[src/rtl/rot_defs.sv]
`default_nettype none
// ============================================================================
// Module   : rot_defs (package)
// Purpose  : Shared definitions for the rotary quadrature input conditioner:
//            FSM state encoding and default configuration constants.
// Contents : rot_state_t    - S_INIT (acquire resting position), S_RUN
//            ROT_SYNC_STAGES    - default synchroniser depth
//            ROT_DEBOUNCE_50MHZ - default debounce length (1 ms at 50 MHz)
// Revision : 1.0 - initial release
// ============================================================================
package rot_defs;

  typedef enum logic {
    S_INIT = 1'b0,
    S_RUN  = 1'b1
  } rot_state_t;

  localparam int ROT_SYNC_STAGES    = 2;
  localparam int ROT_DEBOUNCE_50MHZ = 50000;

endpackage
`default_nettype wire

[src/rtl/rot_quad_conditioner_ch.sv]
`default_nettype none
// ============================================================================
// Module   : rot_debounce_ch
// Purpose  : One quadrature channel: synchroniser chain, debounce counter and
//            accept logic producing a clean level.
// Ports    : clk        - system clock
//            reset      - asynchronous active-high reset
//            run        - high while the parent FSM is in S_RUN
//            raw        - raw pin, asynchronous to clk
//            clean_init - level to load into clean when load is high
//            load       - one-cycle strobe from the parent at end of S_INIT
//            sync_out   - synchronised raw level (last sync stage)
//            clean      - debounced level
//            accept     - high in the cycle whose edge accepts a new level
// Revision : 1.0 - initial release
// ============================================================================
module rot_debounce_ch #(
  parameter int SYNC_STAGES     = 2,
  parameter int DEBOUNCE_CYCLES = 50000,
  parameter int CNT_W           = 16
) (
  input  logic clk,
  input  logic reset,
  input  logic run,
  input  logic raw,
  input  logic clean_init,
  input  logic load,
  output logic sync_out,
  output logic clean,
  output logic accept
);

  localparam logic [CNT_W-1:0] c_CNT_LAST = CNT_W'(DEBOUNCE_CYCLES - 1);

  logic [SYNC_STAGES-1:0] r_sync;
  logic [CNT_W-1:0]       r_cnt;
  logic                   r_clean;
  logic                   w_match;
  logic                   w_at_limit;

  assign w_match    = (r_sync[SYNC_STAGES-1] == r_clean);
  assign w_at_limit = (r_cnt == c_CNT_LAST);
  assign accept     = run & ~w_match & w_at_limit;
  assign sync_out   = r_sync[SYNC_STAGES-1];
  assign clean      = r_clean;

  always_ff @(posedge clk or posedge reset) begin
    if (reset) begin
      r_sync  <= '0;
      r_cnt   <= '0;
      r_clean <= 1'b0;
    end else begin
      r_sync <= {r_sync[SYNC_STAGES-2:0], raw};
      if (load) begin
        r_clean <= clean_init;
        r_cnt   <= '0;
      end else if (!run || w_match) begin
        // Any return to the clean level restarts the count, so short
        // glitches never accumulate across separate mismatches.
        r_cnt <= '0;
      end else if (w_at_limit) begin
        r_clean <= r_sync[SYNC_STAGES-1];
        r_cnt   <= '0;
      end else begin
        r_cnt <= r_cnt + 1'b1;
      end
    end
  end

endmodule
`default_nettype wire

[src/rtl/rot_quad_conditioner.sv]
`default_nettype none
// ============================================================================
// Module   : rot_quad_conditioner
// Purpose  : Synchronises and debounces the raw ROT_A/ROT_B encoder pins,
//            drives clean quadrature levels to the shaft decoder, and flags
//            clean level changes and illegal simultaneous A/B transitions.
// Ports    : clk         - system clock
//            reset       - asynchronous active-high reset
//            ROT_A/ROT_B - raw encoder pins, asynchronous to clk
//            rot_a_clean - debounced channel A
//            rot_b_clean - debounced channel B
//            rot_valid   - one-cycle pulse, a clean level changed
//            rot_err     - one-cycle pulse, both clean levels changed together
//            err_count   - saturating count of rot_err pulses
// Options  : ROT_ERR_CNT_EN - when defined, builds the saturating error
//            counter; otherwise err_count is tied to zero.
// Revision : 1.0 - initial release
// ============================================================================
module rot_quad_conditioner
  import rot_defs::*;
#(
  parameter int SYNC_STAGES     = ROT_SYNC_STAGES,
  parameter int DEBOUNCE_CYCLES = ROT_DEBOUNCE_50MHZ,
  parameter int CNT_W           = 16
) (
  input  logic       clk,
  input  logic       reset,
  input  logic       ROT_A,
  input  logic       ROT_B,
  output logic       rot_a_clean,
  output logic       rot_b_clean,
  output logic       rot_valid,
  output logic       rot_err,
  output logic [7:0] err_count
);

  // The load edge is the one on which the stable count would reach
  // DEBOUNCE_CYCLES-1, so compare against one less than that.
  localparam logic [CNT_W-1:0] c_INIT_LAST = CNT_W'(DEBOUNCE_CYCLES - 2);

  rot_state_t       r_state;
  logic [CNT_W-1:0] r_init_cnt;
  logic [1:0]       r_prev;
  logic             r_valid;
  logic             r_err;

  logic [1:0]       w_sync_pair;
  logic             w_sync_a;
  logic             w_sync_b;
  logic             w_acc_a;
  logic             w_acc_b;
  logic             w_run;
  logic             w_stable;
  logic             w_load;

  assign w_sync_pair = {w_sync_a, w_sync_b};
  assign w_run       = (r_state == S_RUN);
  assign w_stable    = (w_sync_pair == r_prev);
  assign w_load      = (r_state == S_INIT) && w_stable && (r_init_cnt == c_INIT_LAST);

  rot_debounce_ch #(
    .SYNC_STAGES    (SYNC_STAGES),
    .DEBOUNCE_CYCLES(DEBOUNCE_CYCLES),
    .CNT_W          (CNT_W)
  ) u_ch_a (
    .clk       (clk),
    .reset     (reset),
    .run       (w_run),
    .raw       (ROT_A),
    .clean_init(w_sync_a),
    .load      (w_load),
    .sync_out  (w_sync_a),
    .clean     (rot_a_clean),
    .accept    (w_acc_a)
  );

  rot_debounce_ch #(
    .SYNC_STAGES    (SYNC_STAGES),
    .DEBOUNCE_CYCLES(DEBOUNCE_CYCLES),
    .CNT_W          (CNT_W)
  ) u_ch_b (
    .clk       (clk),
    .reset     (reset),
    .run       (w_run),
    .raw       (ROT_B),
    .clean_init(w_sync_b),
    .load      (w_load),
    .sync_out  (w_sync_b),
    .clean     (rot_b_clean),
    .accept    (w_acc_b)
  );

  // FSM, init counter and flag registers. Accepts are gated by run inside
  // the channels, so the flags stay low throughout S_INIT.
  always_ff @(posedge clk or posedge reset) begin
    if (reset) begin
      r_state    <= S_INIT;
      r_init_cnt <= '0;
      r_prev     <= 2'b00;
      r_valid    <= 1'b0;
      r_err      <= 1'b0;
    end else begin
      r_prev  <= w_sync_pair;
      r_valid <= w_acc_a | w_acc_b;
      r_err   <= w_acc_a & w_acc_b;
      case (r_state)
        S_INIT: begin
          if (!w_stable) begin
            r_init_cnt <= '0;
          end else if (w_load) begin
            r_init_cnt <= '0;
            r_state    <= S_RUN;
          end else begin
            r_init_cnt <= r_init_cnt + 1'b1;
          end
        end
        S_RUN: begin
          r_init_cnt <= '0;
        end
        default: begin
          r_state    <= S_INIT;
          r_init_cnt <= '0;
        end
      endcase
    end
  end

  assign rot_valid = r_valid;
  assign rot_err   = r_err;

`ifdef ROT_ERR_CNT_EN
  logic [7:0] r_err_count;

  // Counts on the same edge that raises rot_err.
  always_ff @(posedge clk or posedge reset) begin
    if (reset) begin
      r_err_count <= 8'd0;
    end else if (w_acc_a && w_acc_b && (r_err_count != 8'hFF)) begin
      r_err_count <= r_err_count + 8'd1;
    end
  end

  assign err_count = r_err_count;
`else
  assign err_count = 8'd0;
`endif

endmodule
`default_nettype wire

[config.mk]
export PLATFORM = sky130hd
export DESIGN_NAME = rot_quad_conditioner
export DESIGN_NICKNAME = d
export VERILOG_FILES = /design/src/rtl/rot_defs.sv /design/src/rtl/rot_quad_conditioner_ch.sv /design/src/rtl/rot_quad_conditioner.sv
export SDC_FILE = /design/constraint.sdc
export NUM_CORES = 1
export LEC_CHECK = 0
export CORE_UTILIZATION = 50
export CTS_CLUSTER_DIAMETER = 40
export CTS_CLUSTER_SIZE = 8
export DETAILED_ROUTE_END_ITERATION = 12
export PLACE_DENSITY = 0.67
export SETUP_SLACK_MARGIN = 0.4
export SLEW_MARGIN = 15
export SYNTH_ARGS = -nofsm -noshare
export SYNTH_HDL_FRONTEND = slang
export SYNTH_SLANG_ARGS = --single-unit
[constraint.sdc]
create_clock -name clk -period 2.5 [get_ports clk]
set_input_delay 0.25 -clock clk [delete_from_list [all_inputs] [get_ports clk]]
set_output_delay 0.25 -clock clk [all_outputs]
set_load 0.01 [all_outputs]
# After elaboration in Yosys (flattened, before gate mapping)
# Index checks and enable logic that the tools add are counted.
totals:
  register_bits: 59
  inputBits: 4
  out_inout_bits: 12
  elab_cells: 58
op_classes:
  add_sub_neg: 3
  eq_ne: 8
  muxes: 18
  n_bitwise: 9
  n_reduce_logical: 9
ops:
  columns: ["cell", "n"]
  rows:
  - ["$mux 16", 8]
  - ["$add 16x1->16 const B", 3]
  - ["$eq 16x16->1 const B", 3]
  - ["$pmux 16 s2", 1]
  - ["$mux 1", 9]
  - ["$and 1x1->1", 5]
  - ["$reduce_and 2->1", 2]
  - ["$reduce_bool 2->1", 2]
  - ["$not 1->1", 3]
  - ["$eq 1x1->1", 2]
  - ["$eq 2x2->1", 1]
  - ["$logic_and 1x1->1", 2]
  - ["$logic_or 1x1->1", 2]
  - ["$ne 2x1->1 const B", 1]
  - ["$ne 2x2->1 const B", 1]
  - ["$logic_not 1->1", 1]
  - ["$or 1x1->1", 1]

# Longest topological paths before layout
logic_depth:
  word_depth: 6
  ltp_mapped: 7
  mapped_depth_nobuf: 7

# Modules after synthesis
# A second synthesis with hierarchy kept.
hier_totals:
  hier_cells: 290
  area_unflattened_um2: 2995.4
by_module_without_submodules:
  columns: ["module", "instances", "cells_per_inst", "area_each_um2"]
  rows:
  - ["rot_quad_conditioner", 1, 106, 1096.1]
  - ["rot_debounce_ch at u_ch_a", 1, 91, 967.2]
  - ["rot_debounce_ch at u_ch_b", 1, 93, 932.1]

# Least setup slack after synthesis
# No wires, ideal clock.
synth_path:
  kind: "flip-flop to flip-flop"
  from: "register r_init_cnt[5]"
  to: "register u_ch_a.r_clean (netlist: u_ch_a.clean)"
  arrival_ps: 2238
  path_slack_ps: 135
  path_stages_with_launch: 6
  path_buffers: 0
  period_less_slack_ps: 2365
  cell_sequence: "dfrtp_1 or4b_1 or4_1 or4_4 nand2_1 mux2_1"
synth_via:
  elab_chain_len: 4
  word_cells_on_any_way: 6
  classes_between: "2 x eq/ne; 1 x mux; 3 x reduce/logical"
synth_rtl:
  columns: ["element", "line_no", "rtl"]
  rows:
  - ["from (decl)", "rot_quad_conditioner.sv:42", "logic [CNT_W-1:0] r_init_cnt;"]
  - ["from (signal assigned)", "rot_quad_conditioner.sv:114", "r_init_cnt <= r_init_cnt + 1'b1;"]
  - ["$eq 16x16->1 (*)", "rot_quad_conditioner.sv:59", "assign w_load = (r_state == S_INIT) && w_stable && (r_init_cnt == c_INIT_LAST);"]
  - ["$logic_and 1x1->1 (*)", "rot_quad_conditioner.sv:59", null]
  - ["$ne 2x1->1 (no line) or $reduce_bool 2->1 (tied branches)", null, null]
  - ["$reduce_and 2->1 (no line)", null, null]
  - ["to (signal assigned)", "rot_quad_conditioner_ch.sv:55", "r_clean <= clean_init;"]
  - ["to (signal assigned)", "rot_quad_conditioner_ch.sv:62", "r_clean <= r_sync[SYNC_STAGES-1];"]
  - ["to (decl)", "rot_quad_conditioner_ch.sv:37", "logic r_clean;"]
# Every way passes the cells marked *; elsewhere a longest branch is shown, timed or not.
# A chain may end at the register's enable or synchronous reset.

# Final worst setup path
layout_path:
  from: "register r_init_cnt[10]"
  to: "register u_ch_b.r_clean (netlist: u_ch_b.clean)"
layout_via:
  elab_chain_len: 4
  word_cells_on_any_way: 6
  classes_between: "2 x eq/ne; 1 x mux; 3 x reduce/logical"
layout_rtl:
  columns: ["element", "line_no"]
  rows:
  - ["$eq 16x16->1 (*)", "rot_quad_conditioner.sv:59"]
  - ["$logic_and 1x1->1 (*)", "rot_quad_conditioner.sv:59"]
  - ["$ne 2x2->1 (no line) or $reduce_bool 2->1 (tied branches)", null]
  - ["$reduce_and 2->1 (no line)", null]
  - ["to (signal assigned)", "rot_quad_conditioner_ch.sv:55"]
  - ["to (signal assigned)", "rot_quad_conditioner_ch.sv:62"]
  - ["to (decl)", "rot_quad_conditioner_ch.sv:37"]
# Marks and branches as above.

==> results.json <==
{
  "status": "completed",
  "power_leakage_nw": 1.33,
  "numPortBuffers": 7,
  "diodes": 0,
  "grt_pass1_vias": 1845,
  "routed_wl_um": 4600,
  "fin_skew_ns": 0.00908,
  "area_growth_syn_to_layout_pct": 13.5,
  "crit_fanout": 3,
  "die_area_mm2": 0.00576,
  "cts_buffers": 9,
  "ys_types": 27,
  "clockBufferDepth": 2,
  "avgViaCountPerCell": 4.96,
  "cts_tree": "done",
  "start_util_pct": 52.8,
  "placed_area_mm2": 0.00288,
  "hold_class": "primary input to asynchronous set/reset pin",
  "drive_above_1_share_pct": 10.4,
  "drt_iter0_drc": 61,
  "cp.required_ns": 2.73,
  "drtPass1Iterations": 4,
  "fmax_mhz": 418,
  "worst_pin_slew_ns": 0.560,
  "final_nets": 302,
  "routedWlPerCell_um": 12.5,
  "antenna_found_initial": 0,
  "crit_path_start_kind": "flip-flop",
  "rsz0062_at_grt": "true",
  "gp_congestion": 0.742,
  "drv_cap": 0,
  "setup_viol": 0,
  "globalRouteTotalUtil_pct": 19.0,
  "cellPowerDensity_mw_per_mm2": 561,
  "ant_nets": 0,
  "drc_errors": 0,
  "netlist_area_mm2": 0.00273,
  "slew_headroom_pct": 62.6,
  "worstPathArrival_ns": 2.62,
  "dpl.hpwl_um": 3050,
  "syn_inst": 271,
  "row_count": 26,
  "yosysSeqAreaShare_pct": 54.1,
  "endpoint_kind": "flip-flop",
  "finalHoldViolCount": 0,
  "clk_latency_ns": 0.34,
  "vias": 1831,
  "min_period_ns": 2.39,
  "die_h_um": 75.9,
  "grt_start_max_net_pins": 26,
  "fin_setup_tns_ns": 0,
  "synth_seq_cells": 59,
  "clk_pin_slew_worst_paths_ns": 0.07,
  "clockRootBuffer": "clkbuf_8",
  "drv_slew": 0,
  "die_w_um": 75.9,
  "h-tree-depth": 3,
  "totalPowerFinal_w": 0.00174,
  "crit_type": "flip-flop to flip-flop",
  "io_pins": 16,
  "grt_first_pass_wirelength_um": 8290,
  "fin_area_mm2": 0.00310,
  "yosysWarnings": 0,
  "grt-ovfl-total": 0,
  "core_area_mm2": 0.00517,
  "cts_sinks": 59,
  "avgSynthCellArea_um2": 10.1,
  "peakVddDrop_mv": 0.445,
  "ctsHoldBuffers": 0,
  "period_share_pct": 95.7
}
## per-layer routing
| metal | GRT usage, % | part of all wire, % | up-vias |
|---|---|---|---|
| li1 | - | - | 922 |
| met1 | 22.9 | 47 | 874 |
| met2 | 29.7 | 47 | 27 |
| met3 | 7.23 | 3.8 | 8 |
| met4 | 9.81 | 2.0 | 0 |
| met5 | 0 | 0 | - |
## critical path, cell delays in order (launching register included)
cell and delay [ns]:
dfrtp_1 0.37, or4_1 0.52, or4_4 0.55, or4_4 0.44, nand2_1 0.09, mux2_1 0.31
## placed cells by master, fill, tap and decap left out, types with 2 or more instances in the layout
cell type / Yosys / routed
dfrtp_1: 59 / 59
nor2_1: 55 / 55
xnor2_1: 25 / 25
xor2_1: 18 / 18
nand3_1: 18 / 18
nand2_1: 16 / 15
and3_1: 12 / 12
inv_1: 11 / 10
clkbuf_8: 0 / 9
buf_4: 8 / 9
conb_1: 1 / 8
nand4_1: 7 / 7
nor3_1: 7 / 7
clkdlybuf4s50_1: 0 / 7
or3_1: 4 / 4
ha_1: 4 / 4
nor4b_1: 3 / 3
o21ai_0: 3 / 3
a21oi_1: 3 / 3
clkinv_2: 0 / 3
or2_2: 2 / 2
nor4bb_1: 2 / 2
or4_4: 1 / 2
clkinvlp_4: 0 / 2
clkbuf_1: 4 / 2
## flip-flops by register name, indices dropped and copies added, names as in the netlist
signal and cells:
r_init_cnt 16, u_ch_b.r_cnt 16, r_prev 2, r_state 1, u_ch_a.clean 1, u_ch_b.clean 1
u_ch_a.r_sync 2, u_ch_b.r_sync 2, rot_valid 1, rot_err 1, u_ch_a.r_cnt 16
## synth_stat cells
master	instances	area, um^2
buf_4	8	60.1
nand2_1	16	60.1
nor4bb_1	2	20.0
clkbuf_1	4	15.0
dfrtp_1	59	1480
conb_1	1	3.75
a21oi_1	3	15.0
ha_1	4	50.1
nor2_1	55	206
xnor2_1	25	219
or4_4	1	11.3
or3_1	4	25.0
inv_1	11	41.3
or4_1	2	15.0
o21ai_0	3	15.0
nor4b_1	3	26.3
nand3_1	18	90.1
and4b_1	1	10.0
nand2b_1	1	6.26
nor3_1	7	35.0
or2_2	2	12.5
or4b_1	1	10.0
and4_1	1	8.76
xor2_1	18	158
and3_1	12	75.1
mux2_1	2	22.5
nand4_1	7	43.8
## layout make-up
class                      instances  area, um^2
clock buffer                      11         131
clock inverter                     5        30.0
fill                             446        2070
inverter                          11        41.3
multi-input combinational        196        1170
sequential                        59        1480
tap                               70        87.6
timing repair buffer              17         158
## path summary, 6_finish.rpt
check	startpoint	end	slack [ns]	depth (start not counted)
setup / recovery	r_init_cnt[10]	u_ch_b.clean	0.11	5
hold / removal	reset	u_ch_a.r_cnt[9]	0.24	2
setup reg to reg	r_init_cnt[10]	u_ch_b.clean	0.11	5
hold reg to reg	u_ch_a.r_sync[0]	u_ch_a.r_sync[1]	0.35	0
max in group asynchronous	reset	u_ch_b.r_cnt[9]	1.69	3
min in group clk	u_ch_a.r_sync[0]	u_ch_a.r_sync[1]	0.35	0
## kinds of logic after synthesis
family | after synthesis | synth area share, %
fa+ha+maj | 4 | 1.83
buf+inv | 23 | 4.26
simple gates | 133 | 24.0
flops | 59 | 54.1
compound gates | 6 | 1.10
xor+xnor | 43 | 13.8
other cells | 1 | 0.137
mux | 2 | 0.824
## stage by stage
step                      std cells  util [%]  hold WS (ns)  worst slack (ns)
after global routing            369      59.9         0.268            0.0388
after CTS                       366      59.4         0.247            0.0908
final                           369      59.9         0.244             0.108
after global placement          347      55.7         0.333            0.0832
after detailed placement        347      55.7         0.335            0.0616
after floorplan                 278         -         0.281             0.148
## where the power goes
part / internal [W] / total [W] / switching (W)
sequential: 0.000963 / 0.000970 / 0.00000729
combinational: 0.0000157 / 0.0000536 / 0.0000379
clock: 0.000354 / 0.000715 / 0.000361
## repair_timing
item	in CTS	in global routing
endpoints found under the hold margin	0	0
resized for setup	2	1
setup endpoints to repair	12	12
buffers inserted	3	3
cloned	0	0
pin swaps	0	1
Power figures use the tool's default switching activity.
